===== src/rtl/hdlc_tx_framer_p.sv =====
// HDLC transmit framer: byte buffer, opening flag, zero-bit-stuffed payload and FCS,
// closing flag, and a 0x7F abort sequence. FCS is CRC-16-CCITT or CRC-32, both reflected.
module hdlc_tx_framer_p #(
  parameter int unsigned BUF_DEPTH = 128,
  parameter int unsigned FCS_WIDTH = 16,
  localparam int unsigned CNT_W = $clog2(BUF_DEPTH) + 1
) (
  input  logic             Clk,
  input  logic             Rst,
  input  logic             TxEN,
  input  logic             Wr_Valid,
  input  logic [7:0]       Wr_Data,
  output logic             Wr_Ready,
  input  logic             Tx_Start,
  input  logic             Tx_AbortFrame,
  output logic             Tx,
  output logic             Tx_Busy,
  output logic             Tx_Done,
  output logic             Tx_Full,
  output logic             Tx_AbortedTrans,
  output logic [CNT_W-1:0] Tx_Count
);

  localparam int unsigned PTR_W = $clog2(BUF_DEPTH);
  localparam int unsigned BIT_W = 6;
  localparam logic [7:0] FLAG_BYTE  = 8'h7E;
  localparam logic [7:0] ABORT_BYTE = 8'h7F;
  localparam logic [31:0] POLY_32 = (FCS_WIDTH == 32) ? 32'hEDB8_8320 : 32'h0000_8408;
  localparam logic [FCS_WIDTH-1:0] POLY = POLY_32[FCS_WIDTH-1:0];
  localparam logic [BIT_W-1:0] FCS_LAST = BIT_W'(FCS_WIDTH - 1);
  localparam logic [BIT_W-1:0] FCS_END  = BIT_W'(FCS_WIDTH);
  localparam logic [CNT_W-1:0] CNT_FULL = CNT_W'(BUF_DEPTH);

  typedef enum logic [2:0] {
    S_IDLE,
    S_FLAG_O,
    S_DATA,
    S_FCS,
    S_FLAG_C,
    S_ABORT
  } state_t;

  state_t state_q, state_d;

  logic [7:0]           mem [BUF_DEPTH];
  logic [PTR_W-1:0]     wr_ptr_q, wr_ptr_d;
  logic [PTR_W-1:0]     rd_ptr_q, rd_ptr_d;
  logic [CNT_W-1:0]     count_d;
  logic [BIT_W-1:0]     bit_cnt_q, bit_cnt_d;
  logic [7:0]           byte_sr_q, byte_sr_d;
  logic [FCS_WIDTH-1:0] crc_q, crc_d;
  logic [FCS_WIDTH-1:0] fcs_sr_q, fcs_sr_d;
  logic [2:0]           ones_q, ones_d;
  logic                 tx_d, busy_d, done_d, full_d, ready_d, aborted_d;
  logic                 wr_fire, start_ok, abort_ok;

  // One reflected CRC step for a single payload bit.
  function automatic logic [FCS_WIDTH-1:0] crc_step(input logic [FCS_WIDTH-1:0] c,
                                                     input logic b);
    logic fb;
    fb = c[0] ^ b;
    crc_step = (c >> 1) ^ (fb ? POLY : '0);
  endfunction

  assign wr_fire  = Wr_Valid & Wr_Ready;
  assign start_ok = Tx_Start & ((Tx_Count != '0) | wr_fire);
  assign abort_ok = Tx_AbortFrame & (state_q != S_IDLE) & (state_q != S_ABORT);

  // State register.
  always_ff @(posedge Clk) begin
    if (Rst) state_q <= S_IDLE;
    else     state_q <= state_d;
  end

  // Next state, line bit, stuffing, CRC and buffer bookkeeping.
  always_comb begin
    state_d   = state_q;
    wr_ptr_d  = wr_ptr_q;
    rd_ptr_d  = rd_ptr_q;
    count_d   = Tx_Count;
    bit_cnt_d = bit_cnt_q;
    byte_sr_d = byte_sr_q;
    crc_d     = crc_q;
    fcs_sr_d  = fcs_sr_q;
    ones_d    = ones_q;
    tx_d      = Tx;
    aborted_d = Tx_AbortedTrans;

    if (wr_fire) begin
      wr_ptr_d = wr_ptr_q + PTR_W'(1);
      count_d  = Tx_Count + CNT_W'(1);
    end

    case (state_q)
      S_IDLE: begin
        if (TxEN) tx_d = 1'b1;
        if (start_ok) begin
          state_d   = S_FLAG_O;
          bit_cnt_d = '0;
          crc_d     = '1;
          ones_d    = '0;
          aborted_d = 1'b0;
        end
      end

      S_FLAG_O: begin
        if (TxEN) begin
          tx_d = FLAG_BYTE[bit_cnt_q[2:0]];
          if (bit_cnt_q[2:0] == 3'd7) begin
            state_d   = S_DATA;
            bit_cnt_d = '0;
            byte_sr_d = mem[rd_ptr_q];
            rd_ptr_d  = rd_ptr_q + PTR_W'(1);
            count_d   = Tx_Count - CNT_W'(1);
          end else begin
            bit_cnt_d = bit_cnt_q + BIT_W'(1);
          end
        end
      end

      S_DATA: begin
        if (TxEN) begin
          if (ones_q == 3'd5) begin
            tx_d   = 1'b0;
            ones_d = '0;
          end else begin
            tx_d      = byte_sr_q[0];
            byte_sr_d = {1'b0, byte_sr_q[7:1]};
            crc_d     = crc_step(crc_q, byte_sr_q[0]);
            ones_d    = byte_sr_q[0] ? ones_q + 3'd1 : 3'd0;
            if (bit_cnt_q[2:0] == 3'd7) begin
              bit_cnt_d = '0;
              if (Tx_Count != '0) begin
                byte_sr_d = mem[rd_ptr_q];
                rd_ptr_d  = rd_ptr_q + PTR_W'(1);
                count_d   = Tx_Count - CNT_W'(1);
              end else begin
                state_d  = S_FCS;
                fcs_sr_d = ~crc_d;
              end
            end else begin
              bit_cnt_d = bit_cnt_q + BIT_W'(1);
            end
          end
        end
      end

      S_FCS: begin
        if (TxEN) begin
          if (ones_q == 3'd5) begin
            // A stuffed zero may still be owed after the final FCS bit.
            tx_d   = 1'b0;
            ones_d = '0;
            if (bit_cnt_q == FCS_END) begin
              state_d   = S_FLAG_C;
              bit_cnt_d = '0;
            end
          end else begin
            tx_d      = fcs_sr_q[0];
            fcs_sr_d  = fcs_sr_q >> 1;
            ones_d    = fcs_sr_q[0] ? ones_q + 3'd1 : 3'd0;
            bit_cnt_d = bit_cnt_q + BIT_W'(1);
            if ((bit_cnt_q == FCS_LAST) && !(fcs_sr_q[0] && (ones_q == 3'd4))) begin
              state_d   = S_FLAG_C;
              bit_cnt_d = '0;
            end
          end
        end
      end

      S_FLAG_C: begin
        if (TxEN) begin
          tx_d   = FLAG_BYTE[bit_cnt_q[2:0]];
          ones_d = '0;
          if (bit_cnt_q[2:0] == 3'd7) begin
            state_d   = S_IDLE;
            bit_cnt_d = '0;
          end else begin
            bit_cnt_d = bit_cnt_q + BIT_W'(1);
          end
        end
      end

      S_ABORT: begin
        if (TxEN) begin
          tx_d = ABORT_BYTE[bit_cnt_q[2:0]];
          if (bit_cnt_q[2:0] == 3'd7) begin
            state_d   = S_IDLE;
            bit_cnt_d = '0;
          end else begin
            bit_cnt_d = bit_cnt_q + BIT_W'(1);
          end
        end
      end

      default: ;
    endcase

    // Abort wins over everything else; the bit already on the line completes first.
    if (abort_ok) begin
      state_d   = S_ABORT;
      count_d   = '0;
      rd_ptr_d  = wr_ptr_q;
      ones_d    = '0;
      aborted_d = 1'b1;
      byte_sr_d = byte_sr_q;
      crc_d     = crc_q;
      fcs_sr_d  = fcs_sr_q;
      if (TxEN) begin
        tx_d      = ABORT_BYTE[0];
        bit_cnt_d = BIT_W'(1);
      end else begin
        tx_d      = Tx;
        bit_cnt_d = '0;
      end
    end

    busy_d  = (state_d != S_IDLE);
    full_d  = (count_d == CNT_FULL);
    done_d  = (state_d == S_IDLE) && (count_d == '0);
    ready_d = !busy_d && !full_d;
  end

  // Datapath and registered status outputs.
  always_ff @(posedge Clk) begin
    if (Rst) begin
      wr_ptr_q        <= '0;
      rd_ptr_q        <= '0;
      bit_cnt_q       <= '0;
      byte_sr_q       <= '0;
      crc_q           <= '1;
      fcs_sr_q        <= '0;
      ones_q          <= '0;
      Tx              <= 1'b1;
      Tx_Busy         <= 1'b0;
      Tx_Done         <= 1'b1;
      Tx_Full         <= 1'b0;
      Tx_AbortedTrans <= 1'b0;
      Tx_Count        <= '0;
      Wr_Ready        <= 1'b1;
    end else begin
      wr_ptr_q        <= wr_ptr_d;
      rd_ptr_q        <= rd_ptr_d;
      bit_cnt_q       <= bit_cnt_d;
      byte_sr_q       <= byte_sr_d;
      crc_q           <= crc_d;
      fcs_sr_q        <= fcs_sr_d;
      ones_q          <= ones_d;
      Tx              <= tx_d;
      Tx_Busy         <= busy_d;
      Tx_Done         <= done_d;
      Tx_Full         <= full_d;
      Tx_AbortedTrans <= aborted_d;
      Tx_Count        <= count_d;
      Wr_Ready        <= ready_d;
    end
  end

  // Payload storage; emptiness is tracked by the pointers, so no reset is needed.
  always_ff @(posedge Clk) begin
    if (!Rst && wr_fire) mem[wr_ptr_q] <= Wr_Data;
  end

endmodule


===== config.mk =====
export PLATFORM = sky130hd
export DESIGN_NAME = hdlc_tx_framer_p
export DESIGN_NICKNAME = d
export VERILOG_FILES = /design/src/rtl/hdlc_tx_framer_p.sv
export SDC_FILE = /design/constraint.sdc
export NUM_CORES = 1
export LEC_CHECK = 0
export BUFFER_PORTS_ARGS = -buffer_cell sky130_fd_sc_hd__buf_2
export CORE_MARGIN = 5
export CORE_UTILIZATION = 53
export DETAILED_ROUTE_END_ITERATION = 16
export PLACE_DENSITY_LB_ADDON = 0.05
export SETUP_SLACK_MARGIN = 0.3
export SLEW_MARGIN = 20
export SYNTH_ARGS = -nofsm -noshare
export SYNTH_HDL_FRONTEND = slang
export SYNTH_SLANG_ARGS = --single-unit

===== constraint.sdc =====
create_clock -name Clk -period 4.1 [get_ports Clk]
set_input_delay 0.82 -clock Clk [delete_from_list [all_inputs] [get_ports Clk]]
set_output_delay 0.82 -clock Clk [all_outputs]
set_load 0.01 [all_outputs]

* Yosys cells after proc, flatten, opt, wreduce, memory -nomap -nowiden
Memory sizes are Yosys's and may differ from the RTL's. A register that Yosys moved wholly into a read port is not among the register bits.
Index checks and enable logic that the tools add are counted.
** Operators by class
- $add $sub $neg :: 6
- Multipliers :: 0
- Divide/modulo/power cells :: 0
- Order comparisons :: 1
- Equality and inequality tests :: 34
- Shift-type cells :: 0
- Mux-type cells :: 94
- Bitwise gates (word level) :: 9
- Reduce and logical (&&, ||, !) cells :: 36
** Operator list (number)
- $mux 16 :: 10
- $mux 8 :: 14
- $mux 3 :: 26
- $pmux 16 s2 :: 2
- $mux 7 :: 9
- $mux 6 :: 10
- $pmux 8 s2 :: 2
- $ne 3x3->1 const B :: 10
- $pmux 6 s4 :: 1
- $ne 2x2->1 const B :: 10
- $mux 1 :: 16
- $not 16->16 :: 1
- $xor 15x16->16 :: 1
- $eq 3x3->1 const B :: 5
- $pmux 3 s5 :: 1
- $reduce_and 5->1 :: 3
- $add 7x1->7 const B :: 2
- $pmux 7 s2 :: 1
- $reduce_and 7->1 :: 2
- $pmux 3 s4 :: 1
- $reduce_bool 2->1 :: 5
- $reduce_bool 3->1 :: 3
- $add 8x1->8 const B :: 1
- $eq 8x8->1 const B :: 1
- 28 further kinds :: 43
** Word-level totals
- Register bits :: 80
- Bits in latches :: 0
- RAM bits :: 1024
- Bits in read-only memories :: 16
- Input port bits :: 14
- Output and inout bits :: 14
- Word-level logic and storage cells :: 198
- Memories kept :: 3
** Memory list
- mem :: words 128, bits a word 8, rd ports 1, clocked after Yosys merged registers in 1, wr ports 1, RTL line 45 : logic [7:0] mem [BUF_DEPTH];
- (name not given) :: words 8, bits a word 1, rd ports 1, clocked after Yosys merged registers in 1, wr ports 0, RTL line 186 : tx_d = ABORT_BYTE[bit_cnt_q[2:0]];
- (name not given) :: words 8, bits a word 1, rd ports 1, clocked after Yosys merged registers in 1, wr ports 0, RTL line 173 : tx_d = FLAG_BYTE[bit_cnt_q[2:0]];

* Depth between registers and ports, before layout
Gate-level depths: netlist of the first run.
- Word-level depth :: 12
- Gate-level depth with buffers :: 12
- Gate-level depth less buffers :: 9

* Worst setup path after synthesis of the first run
No wires, ideal clock.
- Path kind :: in2reg
- From :: input port Wr_Valid
- To :: memory mem[127][0] (enable)
- Setup time :: 0.371 ns
- Arrival :: 2.364 ns
- Required time :: 3.729 ns
- Path slack :: 1.365 ns
- Cell stages on the path :: 7
- Buffers on the path :: 3
- Cells stage by stage :: and2_1 > clkbuf_1 > nand4_1 > or2_2 > clkbuf_1 > clkbuf_1 > nor2_1
** Between the ends
- Cells in the longest elaborated chain, start to end :: 4
** Ends and longest elaborated chain
- start: declaration :: RTL line 11 : input logic Wr_Valid,
- $and 1x1->1 :: RTL line 65 : assign wr_fire = Wr_Valid & Wr_Ready;
- $logic_and 1x1->1 :: RTL line 261 : if (!Rst && wr_fire) mem[wr_ptr_q] <= Wr_Data;
- $mux 1 :: RTL line 261
- $mux 1 (not written as such) :: RTL line 261
- end: declaration :: RTL line 45
Every way passes these cells.

==> flow_summary.ini, run 1 <==
[timing]
min_period_ps = 3340
rsz0062_at_grt = false
worst_pin_slew_ps = 1050
clock_skew_ps = 28.0
hold_viol_final = 0
setup_tns_ps = 0
setup_viol = 0
slew_headroom_pct = 30.0
finalMaxSlewViolations = 0
fmax_mhz = 299
period_share_pct = 81.6

[global_route]
grt.met1_usage_pct = 33.3
use_met2_pct = 38.8
grt_max_degree = 129
grt_pass1_vias = 23499
antenna_found_initial = 1
use_met3_pct = 4.49
gr-total-overflow = 0
track_usage_pct = 23.7
grt_pass1_wl_um = 158000
top_usage_layer = met2

[final_layout]
nNetsFinal = 2559
final_cell_area_um2 = 50200
diodes = 0
area_growth_syn_to_layout_pct = 12.7
final_layout_size_suffix_gt1_share_pct = 25.6
n_fill_cell = 6116

[placement]
place_congestion = 0.839
dp_hpwl_um = 64900
numPortBuffers = 27
dpl-instance-area_um2 = 46500

[hold_path]
hold_depth = 2
hold-path-endpoint = fcs_sr_q[12]
min_from = fcs_sr_q[12]
hold_path_class = flip-flop to flip-flop

[route]
vias_per_cell = 6.23
firstDrtPassIters = 7
wl_per_cell_um = 28.6
dr_total_vias = 23128
drc = 0
drt-total-wl_um = 106000
ant_nets = 0
drt_iter0_markers = 2433

[die]
rows = 106
dieHeight_um = 300
fp.dieW_um = 300
die-area_um2 = 90000
io_pins = 28
start_util_pct = 53.3
core_area_um2 = 83600

[synthesis]
async_flop_share_pct = 0
ys_top_cells_by_area = edfxtp_1, mux4_2, dfxtp_1
synth_edf_count = 1024
yosysWarnings = 0
seq_area_frac_synth_pct = 73.0
synth_compound_area_share_pct = 4.12
synth_top_cell_area_share_pct = 69.0
synth_fa_ha_area_share_pct = 0.281
syn_nets = 2411
synth.distinct_cells = 81
synth_top_area_cell = edfxtp_1
ys_ff_latch = 1113
syn_inst = 2387
synth_ff_type = edfxtp_1
synth_xor_area_share_pct = 0.334
avgSynthCellArea_um2 = 18.7
synth_mux_area_share_pct = 15.1
synth_simple_gate_area_share_pct = 5.23
synth_top_family_by_area = multiplexers
synth_area_um2 = 44600

[clock_network]
cts_buffers = 114
htree_levels = 3
cts.reportedPaths.clkPinSlew_ps = 70
ctsHoldBuffers = 0
cts_sinks = 1113
root_buffer = clkbuf_16
cts_tree = done
clk_latency_ps = 690
cts_setup_buffers = 0
ctsResizeCount = 0
clockBufferDepth = 3

[outcome]
status = finished clean

[worst_setup_path]
rrSetupSlack_ps = 760
crit_buf_inv = 2
cp.required_ps = 4640
cpPeakStageDelay_ps = 660
arrival_ps = 3890
worstPathCellList = buf_12, buf_12, mux4_2, mux2_2, nand3_1, a31oi_1, o31ai_1, and4_1, a211oi_1
ff2ff_path_depth = 9
r2r-end = byte_sr_q[1]
crit_path_frequent_cell = buf_12
start_kind = flip-flop
crit_fanout = 47
slowest_stage = dfxtp_4
critical_path.top_delay_family = multiplexers
endpoint_kind = flip-flop
critPathKind = flip-flop to flip-flop

[power]
irDropWorstVdd_v = 0.000471
p_leak_nw = 15.8
power.total_mw = 24.6
power_density_nw_per_um2 = 490

[run]
maxCapViolations = 0
metrics by stage:
stage | utilization [%] | worst slack, ps | instances | hold WS [ps]
2_1_floorplan | - | 1370 | 2387 | 449
4_1_cts | 60.1 | 713 | 3711 | 491
3_5_place_dp | 55.7 | 725 | 3499 | 479
3_3_place_gp | 55.6 | 678 | 3498 | 467
6_report | 60.1 | 755 | 3711 | 489
5_1_grt | 60.1 | 563 | 3711 | 517
cells in the mapped netlist, drive strengths merged, types with 11 or more instances:
master,instances
nor2b,24
o21bai,16
o22ai,13
and2,11
dfxtp,89
inv,14
a21oi,55
mux2i,32
a211oi,34
edfxtp,1024
o21ai,35
a211o,13
mux2,38
a31oi,16
nor2,226
nand4,13
nand3,28
buf,80
nand2,85
clkbuf,60
mux4,265
nor3,37
a22oi,25
metal layers:
layer | wire (um) | part of all wire (%)
met1 | 43900 | 41
met2 | 52400 | 49
met3 | 6960 | 6.6
met4 | 3000 | 2.8
met5 | 0 | 0
cell families after synthesis:
logic type               count (synthesis)
multiplexers                           335
XOR/XNOR                                17
AND/OR/NAND/NOR                        491
adder cells (fa/ha/maj)                 10
buffers and inverters                  156
AO/OA/AOI/OAI                          265
flip-flops                            1113
state kept, by name, summed over array words and instances (netlist names), 3 cells and up, named ones only:
name       flops
byte_sr_q      8
mem         1024
crc_q         16
state_q        3
fcs_sr_q      16
Tx_Count       8
ones_q         3
wr_ptr_q       7
rd_ptr_q       7
bit_cnt_q      6
power breakdown:
part           leakage (nW)  switching (mW)  internal (mW)
registers              9.92          0.0708           12.4
logic                  4.06            1.02          0.841
clock network          1.79            4.28           6.00
cells in the final DEF, fill, tap and decap left out, drive strengths merged, types with 24 or more instances in the layout:
cell type / instances
nor2b: 24
nor3: 37
mux2i: 32
mux4: 265
nand2: 85
o21ai: 35
clkinv: 48
dfxtp: 89
nand3: 28
a211oi: 34
mux2: 38
buf: 172
edfxtp: 1024
nor2: 226
a21oi: 55
clkbuf: 143
a22oi: 25
worst min-delay path: cells and delay by family (launching register included):
kind	cells	cell delay (ps)
DFF	1	320
AOI/OAI and AO/OA	1	60
and+or+nand+nor	1	70
how the worst max path moves through the flow:
stage                   start           end  slack [ps]  depth (start not counted)
floorplan            Wr_Valid   mem[127][0]        1370                          7
global placement    flip-flop  byte_sr_q[2]         680                          8
detailed placement   Wr_Valid    mem[23][2]         720                          5
CTS                 flip-flop  byte_sr_q[1]         710                          9
global route        flip-flop  byte_sr_q[2]         560                          8
finish              flip-flop  byte_sr_q[1]         760                          9
final cells by class:
cell class / count / area [um^2] / share of cell area, %
clock buffer: 143 / 3000 / 5.98
clock inverter: 69 / 718 / 1.43
inverter: 16 / 60.1 / 0.120
multi-input combinational: 1118 / 11200 / 22.2
sequential: 1113 / 32500 / 64.8
tap: 1080 / 1350 / 2.69
timing repair buffer: 172 / 1390 / 2.77
Power figures use the tool's default switching activity.
==> run 2, diff against run 1 <==
- clock period: 4.1 -> 3.51 ns (I/O delays scaled with it)
==> flow_summary.ini, run 2 (synthesis results as in run 1) <==
[outcome]
status = finished clean

[power]
internal_power_mw = 22.7
p_clk_share_pct = 41.8
power_frac_seq_pct = 50.3
power_density_nw_per_um2 = 571
irDropWorstVdd_v = 0.000433
combPwrFrac_pct = 7.9
p_switching_mw = 6.33
p_leak_nw = 16.1
power.total_mw = 29.0
p_sw_share_pct = 21.8

[clock_network]
cts_tree = done
cts_buffers = 112
cts_sinks = 1113
root_buffer = clkbuf_16
cts_setup_buffers = 0
ctsHoldBuffers = 0
cts.reportedPaths.clkPinSlew_ps = 60
clk_latency_ps = 690
htree_levels = 3
clockBufferDepth = 3

[final_layout]
final_layout_size_suffix_gt1_share_pct = 27.4
nNetsFinal = 2612
max_flop_register = mem
reg_top3 = mem x1024, crc_q x16, fcs_sr_q x16
largest_register_ffs = 1024
final_common_cell = edfxtp_1
instances_no_fill = 3762
multi_input_area_um2 = 11200
n_fill_cell = 6036
regArea_um2 = 32500
final_cell_mix = edfxtp_1, mux4_2, nor2_1
final_core_util_pct = 60.8
area_growth_syn_to_layout_pct = 14.1
diodes = 0
final_cell_area_um2 = 50800

[worst_setup_path]
endpoint_kind = flip-flop
critPathKind = flip-flop to flip-flop
worstPathCellList = mux4_2, mux2_2, o21ai_0, a31oi_1, o31ai_1, buf_4, and4_1, a211oi_1
cp.required_ps = 4070
crit_buf_inv = 1
critical_path.top_delay_family = compound AO/OA/AOI/OAI gates
cpPeakStageDelay_ps = 630
slowest_stage = dfxtp_4
crit_fanout = 21
rrSetupSlack_ps = 330
start_kind = flip-flop
arrival_ps = 3740

[timing]
setup_viol = 0
period_share_pct = 90.6
fmax_mhz = 314
clock_skew_ps = 27.2
slew_headroom_pct = 30.1
worst_slack_ps = 329
worst_pin_slew_ps = 1040
rsz0062_at_grt = true
hold_viol_final = 0
min_period_ps = 3180
setup_tns_ps = 0
holdWs_ps = 432
finalMaxSlewViolations = 0

[die]
die-area_um2 = 90000
dieHeight_um = 300
rows = 106
io_pins = 28
start_util_pct = 53.3
fp.dieW_um = 300
core_area_um2 = 83600

[route]
ant_nets = 0
dr_total_vias = 23274
vias_per_cell = 6.19
firstDrtPassIters = 5
drc = 0
wl_per_cell_um = 28.1
drt_iter0_markers = 2373
drt-total-wl_um = 106000

[global_route]
grt_pass1_vias = 23734
track_usage_pct = 23.8
grt_pass1_wl_um = 159000
antenna_found_initial = 0
gr-total-overflow = 0
grt_max_degree = 129

[hold_path]
hold_path_class = input port to flip-flop

[placement]
dp_hpwl_um = 66200
dp.cells = 3554
numPortBuffers = 27
pre_cts_ws_ps = 324
place_congestion = 0.865
dpl-instance-area_um2 = 47000

[run]
maxCapViolations = 0
run 2: changes by cell type in the layout (fill, tap and decap cells not counted), moves of 2 or more:
cell / change
clkbuf_8: +5
buf_12: +11
clkinv_4: +2
buf_4: +43
clkbuf_1: -9
o21ai_1: +4
clkinv_1: -3
clkinvlp_4: +2
o21ai_0: -4
clkinv_2: -4
buf_6: +2
clkinvlp_2: +2
run 2: tightest hold or removal path: cells and delay by family:
kind                   cells  cell delay [ps]
AO/OA/AOI/OAI              1               80
buffers and inverters      1              190
AND/OR/NAND/NOR            1              100
run 2: metal layers:
layer,GRT usage (%),vias up,wire length [um],part of all wire (%)
met2,37.9,770,50800,48
li1,-,10112,-,-
met5,0,-,0,0
met1,34.6,12198,45500,43
met3,4.30,194,6390,6.0
met4,6.39,0,3080,2.9
run 2: worst paths after layout:
kind,from,endpoint,depth (start not counted)
setup reg to reg,flip-flop,byte_sr_q[0],8
hold reg to reg,byte_sr_q[7],byte_sr_q[7],2
hold / removal,TxEN,state_q[2],3
setup / recovery,flip-flop,byte_sr_q[0],8
run 2: power by group through the flow:
stage	clock network (mW)	logic, mW	registers, mW
6_report	12.1	2.30	14.6
5_1_grt	13.0	2.47	14.6
4_1_cts	12.4	2.34	14.6
3_5_place_dp	0	2.33	14.9
3_3_place_gp	0	2.30	14.9
2_1_floorplan	0	1.58	14.8
run 2: area by class of cell:
| class | instances | share of cell area (%) |
|---|---|---|
| Sequential cell | 1113 | 64.0 |
| Multi-Input combinational cell | 1118 | 22.0 |
| Clock buffer | 138 | 5.93 |
| Timing Repair Buffer | 227 | 3.80 |
| Tap cell | 1080 | 2.66 |
| Clock inverter | 70 | 1.53 |
| Inverter | 16 | 0.118 |
run 2: timing repair:
action / in CTS / in global routing
endpoints found under the setup margin: 0 / 5
gates resized for setup: 0 / 7
hold endpoints to repair: 0 / 0
==> run 3, diff against run 2 <==
- REMOVE_ABC_BUFFERS: not set -> 1
==> flow_summary.ini, run 3 (synthesis results as in run 1) <==
[placement]
dp_hpwl_um = 68400
dpl-instance-area_um2 = 47200
dp.cells = 3577
place_congestion = 0.880
numPortBuffers = 27

[run]
maxCapViolations = 0

[clock_network]
cts_buffers = 114
clockBufferDepth = 3
htree_levels = 3
root_buffer = clkbuf_16
cts_tree = done
clk_latency_ps = 670
cts.reportedPaths.clkPinSlew_ps = 60
cts_sinks = 1113

[global_route]
grt_pass1_wl_um = 160000
grt_max_degree = 94
antenna_found_initial = 5
gr-total-overflow = 0
track_usage_pct = 24.2
grt_pass1_vias = 23614

[timing]
worst_pin_slew_ps = 1090
fmax_mhz = 325
slew_headroom_pct = 27.2
finalMaxSlewViolations = 0
min_period_ps = 3080
hold_viol_final = 0
clock_skew_ps = 25.1
setup_tns_ps = 0
setup_viol = 0
rsz0062_at_grt = false
period_share_pct = 87.6

[die]
die-area_um2 = 90000
dieHeight_um = 300
io_pins = 28
fp.dieW_um = 300
core_area_um2 = 83600
start_util_pct = 53.3
rows = 106

[hold_path]
hold_path_class = input port to flip-flop
hold_depth = 3

[final_layout]
final_common_cell = edfxtp_1
max_flop_register = mem
final_cell_area_um2 = 50900
n_fill_cell = 6051
reg_top3 = mem x1024, crc_q x16, fcs_sr_q x16
final_layout_size_suffix_gt1_share_pct = 27.7
regArea_um2 = 32500
final_cell_mix = edfxtp_1, mux4_2, nor2_1
largest_register_ffs = 1024
instances_no_fill = 3795
multi_input_area_um2 = 11200
area_growth_syn_to_layout_pct = 14.3
nNetsFinal = 2642

[worst_setup_path]
start_kind = flip-flop
endpoint_kind = flip-flop
cp.required_ps = 4020
ff2ff_path_depth = 9
critPathKind = flip-flop to flip-flop
arrival_ps = 3590
crit_fanout = 31

[route]
drt-total-wl_um = 108000
dr_total_vias = 23395
firstDrtPassIters = 6
ant_nets = 0
wl_per_cell_um = 28.5
drc = 0
vias_per_cell = 6.16
drt_iter0_markers = 2357

[outcome]
status = finished clean

[power]
p_leak_nw = 16.2
power_density_nw_per_um2 = 567
irDropWorstVdd_v = 0.000468
power.total_mw = 28.9
==> run 3: cell count changes in the layout (fill, tap and decap cells not counted), sizes merged <==
cell	before	now
buf	227	255
bufinv	14	11
clkbuf	138	150
clkinv	43	45
clkinvlp	11	4
diode	0	1
==> run 3: repair_timing <==
| action | 4_1_cts | 5_1_grt |
|---|---|---|
| gates resized for setup | 1 | 1 |
| setup endpoints to repair | 1 | 3 |
| buffers inserted | 0 | 5 |
| hold buffers | 0 | 0 |
==> run 3: per-layer routing <==
metal | global-route usage, % | vias up | routed length (um)
li1 | - | 10167 | -
met1 | 35.1 | 12230 | 45700
met2 | 37.6 | 826 | 51000
met3 | 5.48 | 172 | 8320
met4 | 6.89 | 0 | 3010
met5 | 0 | - | 0
==> run 3: final cells by class <==
type	instances	area share, %
Sequential cell	1113	63.9
Multi-Input combinational cell	1118	21.9
Clock buffer	150	6.03
Timing Repair Buffer	255	4.18
Tap cell	1080	2.65
Clock inverter	62	1.16
Inverter	16	0.118
Antenna cell	1	0.00491
==> run 3: worst paths after layout <==
path | to | startpoint | slack [ps]
min reg2reg | fcs_sr_q[13] | fcs_sr_q[13] | 490
max reg2reg | byte_sr_q[6] | flip-flop | 430
min | state_q[2] | TxEN | 480
max | byte_sr_q[6] | flip-flop | 430
==> run 3: stage by stage <==
step | setup WS [ps] | hold WS, ps | utilization (%)
2_1_floorplan | -6780 | 449 | -
3_3_place_gp | 226 | 459 | 56.5
3_5_place_dp | 198 | 479 | 56.5
4_1_cts | 351 | 449 | 60.9
5_1_grt | 301 | 478 | 60.9
6_report | 434 | 482 | 60.9
==> run 3: report_power, final <==
part           total, mW  internal (mW)  switching (mW)
Clock               11.9           6.94            4.94
Sequential          14.6           14.5          0.0758
Combinational       2.39           1.09            1.30
==> run 3: worst max-delay path: stages, from the launching register on <==
cell and delay, ps:
dfxtp_4 590, buf_12 260, buf_4 260, mux4_2 330, a22o_1 240, a221oi_2 380
o22a_1 220, o31ai_1 90, a221oi_1 370, a211oi_1 130
